File: src/rtl/usb_rx.sv
// USB 1.1 receive engine: input sync, DPLL bit recovery, NRZI decode,
// SYNC detect, bit unstuffing and LSB-first byte assembly.
module usb_rx #(
    parameter int SYNC_MIN_ZEROS = 5,
    parameter int IDLE_BITS      = 8
) (
    input  logic       clk,
    input  logic       rst_n,
    input  logic       usb_speed,
    input  logic       usb_rx_dp,
    input  logic       usb_rx_dm,
    input  logic       usb_tx_oe,
    output logic [7:0] rx_data,
    output logic       rx_valid,
    output logic       rx_active,
    output logic       rx_eop,
    output logic       rx_error,
    output logic       rx_bit_pulse,
    output logic [1:0] line_state
);

    localparam int JW = $clog2(IDLE_BITS + 1);

    typedef enum logic [2:0] {S_IDLE, S_SYNC, S_DATA, S_EOP, S_ERR} state_t;

    state_t        state;
    logic [1:0]    sync1;
    logic [1:0]    ls_q;
    logic [4:0]    phase;
    logic [4:0]    ph_last;
    logic [4:0]    ph_half;
    logic          prev_lvl;   // level of the previous non-SE0 sample
    logic          j_lvl;      // idle (J) level learned before the packet
    logic          idle_ok;    // at least one J sample seen since SE0/takeover
    logic [3:0]    zcnt;
    logic [2:0]    onecnt;
    logic [2:0]    bitcnt;
    logic [6:0]    shreg;
    logic [JW-1:0] jcnt;
    logic          se0_seen;

    logic se0, lvl, nrzi_bit, sample;

    assign ph_last      = usb_speed ? 5'd3 : 5'd31;
    assign ph_half      = usb_speed ? 5'd2 : 5'd16;
    assign rx_bit_pulse = (phase == ph_half);
    assign sample       = rx_bit_pulse;
    assign se0          = (line_state == 2'b00);
    assign lvl          = line_state[0];
    assign nrzi_bit     = (lvl == prev_lvl);

    // Two-flop synchronizer on the raw line; ls_q keeps the prior value for edge detect
    always_ff @(posedge clk or negedge rst_n) begin
        if (!rst_n) begin
            sync1      <= 2'b00;
            line_state <= 2'b00;
            ls_q       <= 2'b00;
        end else begin
            sync1      <= {usb_rx_dp, usb_rx_dm};
            line_state <= sync1;
            ls_q       <= line_state;
        end
    end

    // DPLL: free-running bit phase, re-centred on every line transition
    always_ff @(posedge clk or negedge rst_n) begin
        if (!rst_n)
            phase <= 5'd0;
        else if (line_state != ls_q)
            phase <= 5'd1;
        else if (phase >= ph_last)
            phase <= 5'd0;
        else
            phase <= phase + 5'd1;
    end

    // Receive FSM: SYNC hunt, unstuff/assemble, EOP qualification, error recovery
    always_ff @(posedge clk or negedge rst_n) begin
        if (!rst_n) begin
            state     <= S_IDLE;
            prev_lvl  <= 1'b1;
            j_lvl     <= 1'b1;
            idle_ok   <= 1'b0;
            zcnt      <= 4'd0;
            onecnt    <= 3'd0;
            bitcnt    <= 3'd0;
            shreg     <= 7'd0;
            jcnt      <= '0;
            se0_seen  <= 1'b0;
            rx_data   <= 8'd0;
            rx_valid  <= 1'b0;
            rx_active <= 1'b0;
            rx_eop    <= 1'b0;
            rx_error  <= 1'b0;
        end else begin
            rx_valid <= 1'b0;
            rx_eop   <= 1'b0;
            rx_error <= 1'b0;
            if (usb_tx_oe) begin
                // our own transmitter owns the bus; relearn J once it lets go
                state   <= S_IDLE;
                idle_ok <= 1'b0;
                if (rx_active) begin
                    rx_error  <= 1'b1;
                    rx_active <= 1'b0;
                end
            end else if (sample) begin
                if (!se0)
                    prev_lvl <= lvl;
                case (state)
                    S_IDLE: begin
                        if (se0) begin
                            idle_ok <= 1'b0;
                        end else begin
                            idle_ok <= 1'b1;
                            if (idle_ok && lvl != prev_lvl) begin
                                // the J->K edge is itself the first SYNC zero
                                state <= S_SYNC;
                                j_lvl <= prev_lvl;
                                zcnt  <= 4'd1;
                            end
                        end
                    end
                    S_SYNC: begin
                        if (se0) begin
                            state    <= S_ERR;
                            jcnt     <= '0;
                            se0_seen <= 1'b1;
                        end else if (!nrzi_bit) begin
                            if (zcnt != 4'hF)
                                zcnt <= zcnt + 4'd1;
                        end else if (int'(zcnt) >= SYNC_MIN_ZEROS) begin
                            state     <= S_DATA;
                            rx_active <= 1'b1;
                            bitcnt    <= 3'd0;
                            onecnt    <= 3'd1;  // SYNC's closing 1 starts the run
                        end else begin
                            state    <= S_ERR;
                            jcnt     <= '0;
                            se0_seen <= 1'b0;
                        end
                    end
                    S_DATA: begin
                        if (se0) begin
                            state <= S_EOP;
                        end else if (onecnt == 3'd6) begin
                            if (nrzi_bit) begin
                                rx_error  <= 1'b1;
                                rx_active <= 1'b0;
                                state     <= S_ERR;
                                jcnt      <= '0;
                                se0_seen  <= 1'b0;
                            end else begin
                                onecnt <= 3'd0;
                            end
                        end else begin
                            shreg  <= {nrzi_bit, shreg[6:1]};
                            onecnt <= nrzi_bit ? onecnt + 3'd1 : 3'd0;
                            if (bitcnt == 3'd7) begin
                                rx_data  <= {nrzi_bit, shreg};
                                rx_valid <= 1'b1;
                                bitcnt   <= 3'd0;
                            end else begin
                                bitcnt <= bitcnt + 3'd1;
                            end
                        end
                    end
                    S_EOP: begin
                        if (!se0) begin
                            rx_active <= 1'b0;
                            if (lvl == j_lvl) begin
                                state   <= S_IDLE;
                                idle_ok <= 1'b1;
                                // a partial byte at EOP is dropped and flagged
                                if (bitcnt == 3'd0)
                                    rx_eop <= 1'b1;
                                else
                                    rx_error <= 1'b1;
                            end else begin
                                rx_error <= 1'b1;
                                state    <= S_ERR;
                                jcnt     <= '0;
                                se0_seen <= 1'b0;
                            end
                        end
                    end
                    S_ERR: begin
                        if (se0) begin
                            se0_seen <= 1'b1;
                            jcnt     <= '0;
                        end else if (lvl == j_lvl) begin
                            if (se0_seen || jcnt == JW'(IDLE_BITS - 1)) begin
                                state   <= S_IDLE;
                                idle_ok <= 1'b1;
                            end
                            jcnt     <= jcnt + JW'(1);
                            se0_seen <= 1'b0;
                        end else begin
                            jcnt     <= '0;
                            se0_seen <= 1'b0;
                        end
                    end
                    default: state <= S_IDLE;
                endcase
            end
        end
    end

endmodule
File: config.mk
export PLATFORM = sky130hd
export DESIGN_NAME = usb_rx
export DESIGN_NICKNAME = d
export VERILOG_FILES = /design/src/rtl/usb_rx.sv
export SDC_FILE = /design/constraint.sdc
export NUM_CORES = 1
export LEC_CHECK = 0
export ABC_AREA = 1
export BUFFER_PORTS_ARGS = -buffer_cell sky130_fd_sc_hd__buf_2
export CORE_ASPECT_RATIO = 0.75
export CORE_UTILIZATION = 44
export DETAILED_ROUTE_END_ITERATION = 10
export SYNTH_ARGS = -nofsm -noshare
export SYNTH_HDL_FRONTEND = slang
export SYNTH_SLANG_ARGS = --single-unit
File: constraint.sdc
create_clock -name clk -period 3.4 [get_ports clk]
set_input_delay 0 -clock clk [delete_from_list [all_inputs] [get_ports clk]]
set_output_delay 0 -clock clk [all_outputs]
set_load 0.02 [all_outputs]
==> impl_metrics.csv <==
group,metric,value,unit
run_status,status,"finished, final reports clean",
drt,wire_per_inst,12.3,µm
placement,dpl.hpwl,4.55,mm
worst_setup_path,cp_max_fo,14,
grt,grt_pass1_vias,2356,
synthesis,syn_nets,410,
placement,place.gp.congestion,0.870,
flow_run,drv_cap,0,
sta,relSlewSlack,57.3,%
synthesis,ys_ff_latch,51,
drt,drc_errors,0,
worst_setup_path,rr_startpoint,"phase[4]",
clocking,clk_latency,0.30,ns
worst_setup_path,reg2reg_depth,9,
floorplanning,initial_core_util,46.7,%
drt,drtIter0Drc,134,
clocking,cts_hold_buf,3,
clocking,cts_root_buf,"clkbuf_8",
clocking,clock_sinks,51,
floorplanning,pin_count,21,
sta,finalSetupTns,0,ns
sta,timing.hold.ws,0.0211,ns
synthesis,seq_area_frac_synth,42.3,%
layout,nNetsFinal,437,
clocking,path_clk_slew,0.09,ns
floorplanning,rows,25,
grt,grt_pass1_wl,10.8,mm
sta,drv_slew,0,
grt,antenna_found_initial,0,
power_and_ir_drop,p_per_area,476,mW/mm²
drt,via_per_inst,5.04,
synthesis,yosysWarnings,0,
grt,overflow,0,
worst_setup_path,worstSetupPathType,"flop to flop",
worst_setup_path,worstPathArrival,2.06,ns
floorplanning,dieArea,0.00721,mm²
drt,dr.pass1.iters,4,
layout,final_cells,500,
worst_setup_path,worst-endpoint-required,3.65,ns
min_path,min_path_cells,3,
sta,worstMarginPinSlew,0.640,ns
clocking,cts_buffers,5,
grt,grt_usage,19.1,%
synthesis,avgSynthCellArea,7.74,µm²
clocking,cts_buffer_depth,2,
sta,clock_skew,0.00376,ns
power_and_ir_drop,ir_drop,0.188,mV
drt,routed_wl,6.17,mm
worst_setup_path,cp-start-kind,"flop",
sta,report.final.setup_viol,0,
layout,final_core_util,51.2,%
power_and_ir_drop,leakage,1.73,nW
clocking,cts_setup_buffers,0,
clocking,h-tree-depth,2,
min_path,worstHoldEndpoint,"rx_error",
worst_setup_path,cp-end-kind,"flop",
min_path,hold_path_class,"input pin to flop",
synthesis,synthDistinctLibCells,30,
clocking,cts_resized,0,
sta,period_minus_slack,1.82,ns
floorplanning,coreArea,0.00647,mm²
layout,final_layout_size_suffix_gt1_share,17.9,%
grt,grt_max_degree,52,
worst_setup_path,ff2ff_setup_slack,1.58,ns
layout,fillers,636,
sta,max_freq,551,MHz
placement,io_buffers,20,
floorplanning,die_w,97.8,µm
sta,finalHoldViolCount,0,
worst_setup_path,r2r-end,"rx_data[5]",
min_path,min_from,"usb_tx_oe",
layout,antennaDiodeCount,0,
clocking,cts_tree,"done",
sta,rsz0062_at_grt,"false",
sta,finalCritPeriodShare,53.4,%
drt,antenna_left,0,
layout,syn_to_final_growth,9.55,%
synthesis,netlist_area,0.00303,mm²
placement,dp_cells,489,
drt,vias,2521,
synthesis,postSynthCellCount,391,
floorplanning,die_h,73.8,µm
[layout by cell type (no fill, tap or decap), types with 3 or more instances in the layout]
cell type and instances:
xnor2_1 4, nand2_1 120, nor2_1 30, inv_2 9, nor3_1 6, a21oi_2 3
o21ai_1 22, nand3_1 23, nand2_2 11, clkbuf_8 5, ha_1 13, buf_2 20
dfrtp_1 49, nand4_1 11, o21ai_0 6, nor2_4 5, nand3_2 7, a21oi_1 9
inv_1 39, dlygate4sd3_1 3, nor2_2 7
[cells in the mapped netlist]
master	number	share of area, %
a31oi_1	1	0.21
nor2_4	5	1.9
nand3_1	23	3.8
dfrtp_1	49	41
buf_6	2	0.74
nor2_2	7	1.4
o21ai_1	22	3.6
xor2_1	2	0.58
nand3b_1	2	0.50
nor2_1	30	3.7
buf_4	1	0.25
buf_2	1	0.17
inv_1	39	4.8
nand4_1	11	2.3
nand3_4	2	1.2
dfstp_2	2	1.7
xnor2_1	4	1.2
nand2_2	11	2.3
o21ai_0	6	0.99
nand2_4	1	0.37
ha_1	13	5.4
a211oi_1	1	0.25
a21oi_2	3	0.87
a21oi_1	9	1.5
inv_2	9	1.1
o21bai_1	1	0.25
nand3_2	7	2.3
nor3_1	6	0.99
nand2_1	120	15
nor4_1	1	0.21
[per-layer routing]
metal	global-route usage, %	vias up	wire length [µm]
met3	3.14	8	318
li1	-	1305	-
met4	6.06	0	64
met5	0	-	0
met1	27.8	1147	3190
met2	29.2	61	2590
[where the power goes]
| part | total, mW | internal, mW | switching (mW) |
|---|---|---|---|
| Sequential | 0.723 | 0.664 | 0.0591 |
| Combinational | 0.513 | 0.159 | 0.354 |
| Clock | 0.342 | 0.144 | 0.197 |
| Total | 1.58 | 0.967 | 0.611 |
[per-stage QoR]
stage | total power, mW | cell area, µm² | worst slack [ns]
3_5_place_dp | 1.25 | 3200 | 1.59
3_3_place_gp | 1.24 | 3200 | 1.65
2_1_floorplan | 1.12 | 3030 | 1.66
4_1_cts | 1.60 | 3310 | 1.57
6_report | 1.58 | 3310 | 1.58
5_1_grt | 1.71 | 3310 | 1.37
[flip-flops by register name, summed over array words and instances (netlist names)]
name / count
rx_data: 8
zcnt: 4
ls_q: 2
rx_active: 1
bitcnt: 3
jcnt: 4
phase: 5
sync1: 2
j_lvl: 1
onecnt: 3
prev_lvl: 1
se0_seen: 1
rx_valid: 1
rx_eop: 1
line_state: 2
idle_ok: 1
shreg: 7
state: 3
rx_error: 1
[layout make-up]
class / count / area [µm²] / area share, %
multi-input combinational: 288 / 1530 / 46.2
clock inverter: 2 / 12.5 / 0.378
tap: 81 / 101 / 3.06
timing repair buffer: 24 / 138 / 4.15
clock buffer: 6 / 72.6 / 2.19
sequential: 51 / 1280 / 38.6
inverter: 48 / 180 / 5.44
[worst max-delay path, cell delays in order (launching register included)]
cell and delay [ns]:
dfrtp_1 0.40, ha_1 0.35, nand3_1 0.11, nor2_2 0.13, nand2_1 0.12, inv_2 0.08, nand3_2 0.23, inv_1 0.21
nand2_1 0.07, nand2_1 0.06
[cells by family after synthesis]
family	share of synthesized area, %
DFF	42.3
buffers and inverters	7.11
and+or+nand+nor	35.8
AOI/OAI and AO/OA	7.69
adders and majority gates	5.38
xor gates and xnor gates	1.74
[how the worst max path moves through the flow]
stage	start	end	slack [ns]
3_3_place_gp	phase[4]	rx_data[0]	1.65
6_report	phase[4]	rx_data[5]	1.58
2_1_floorplan	phase[4]	onecnt[0]	1.66
4_1_cts	phase[4]	rx_data[0]	1.57
5_1_grt	phase[4]	rx_data[5]	1.37
3_5_place_dp	phase[4]	rx_data[5]	1.59
No activity file was read; power rests on OpenSTA's default activity.
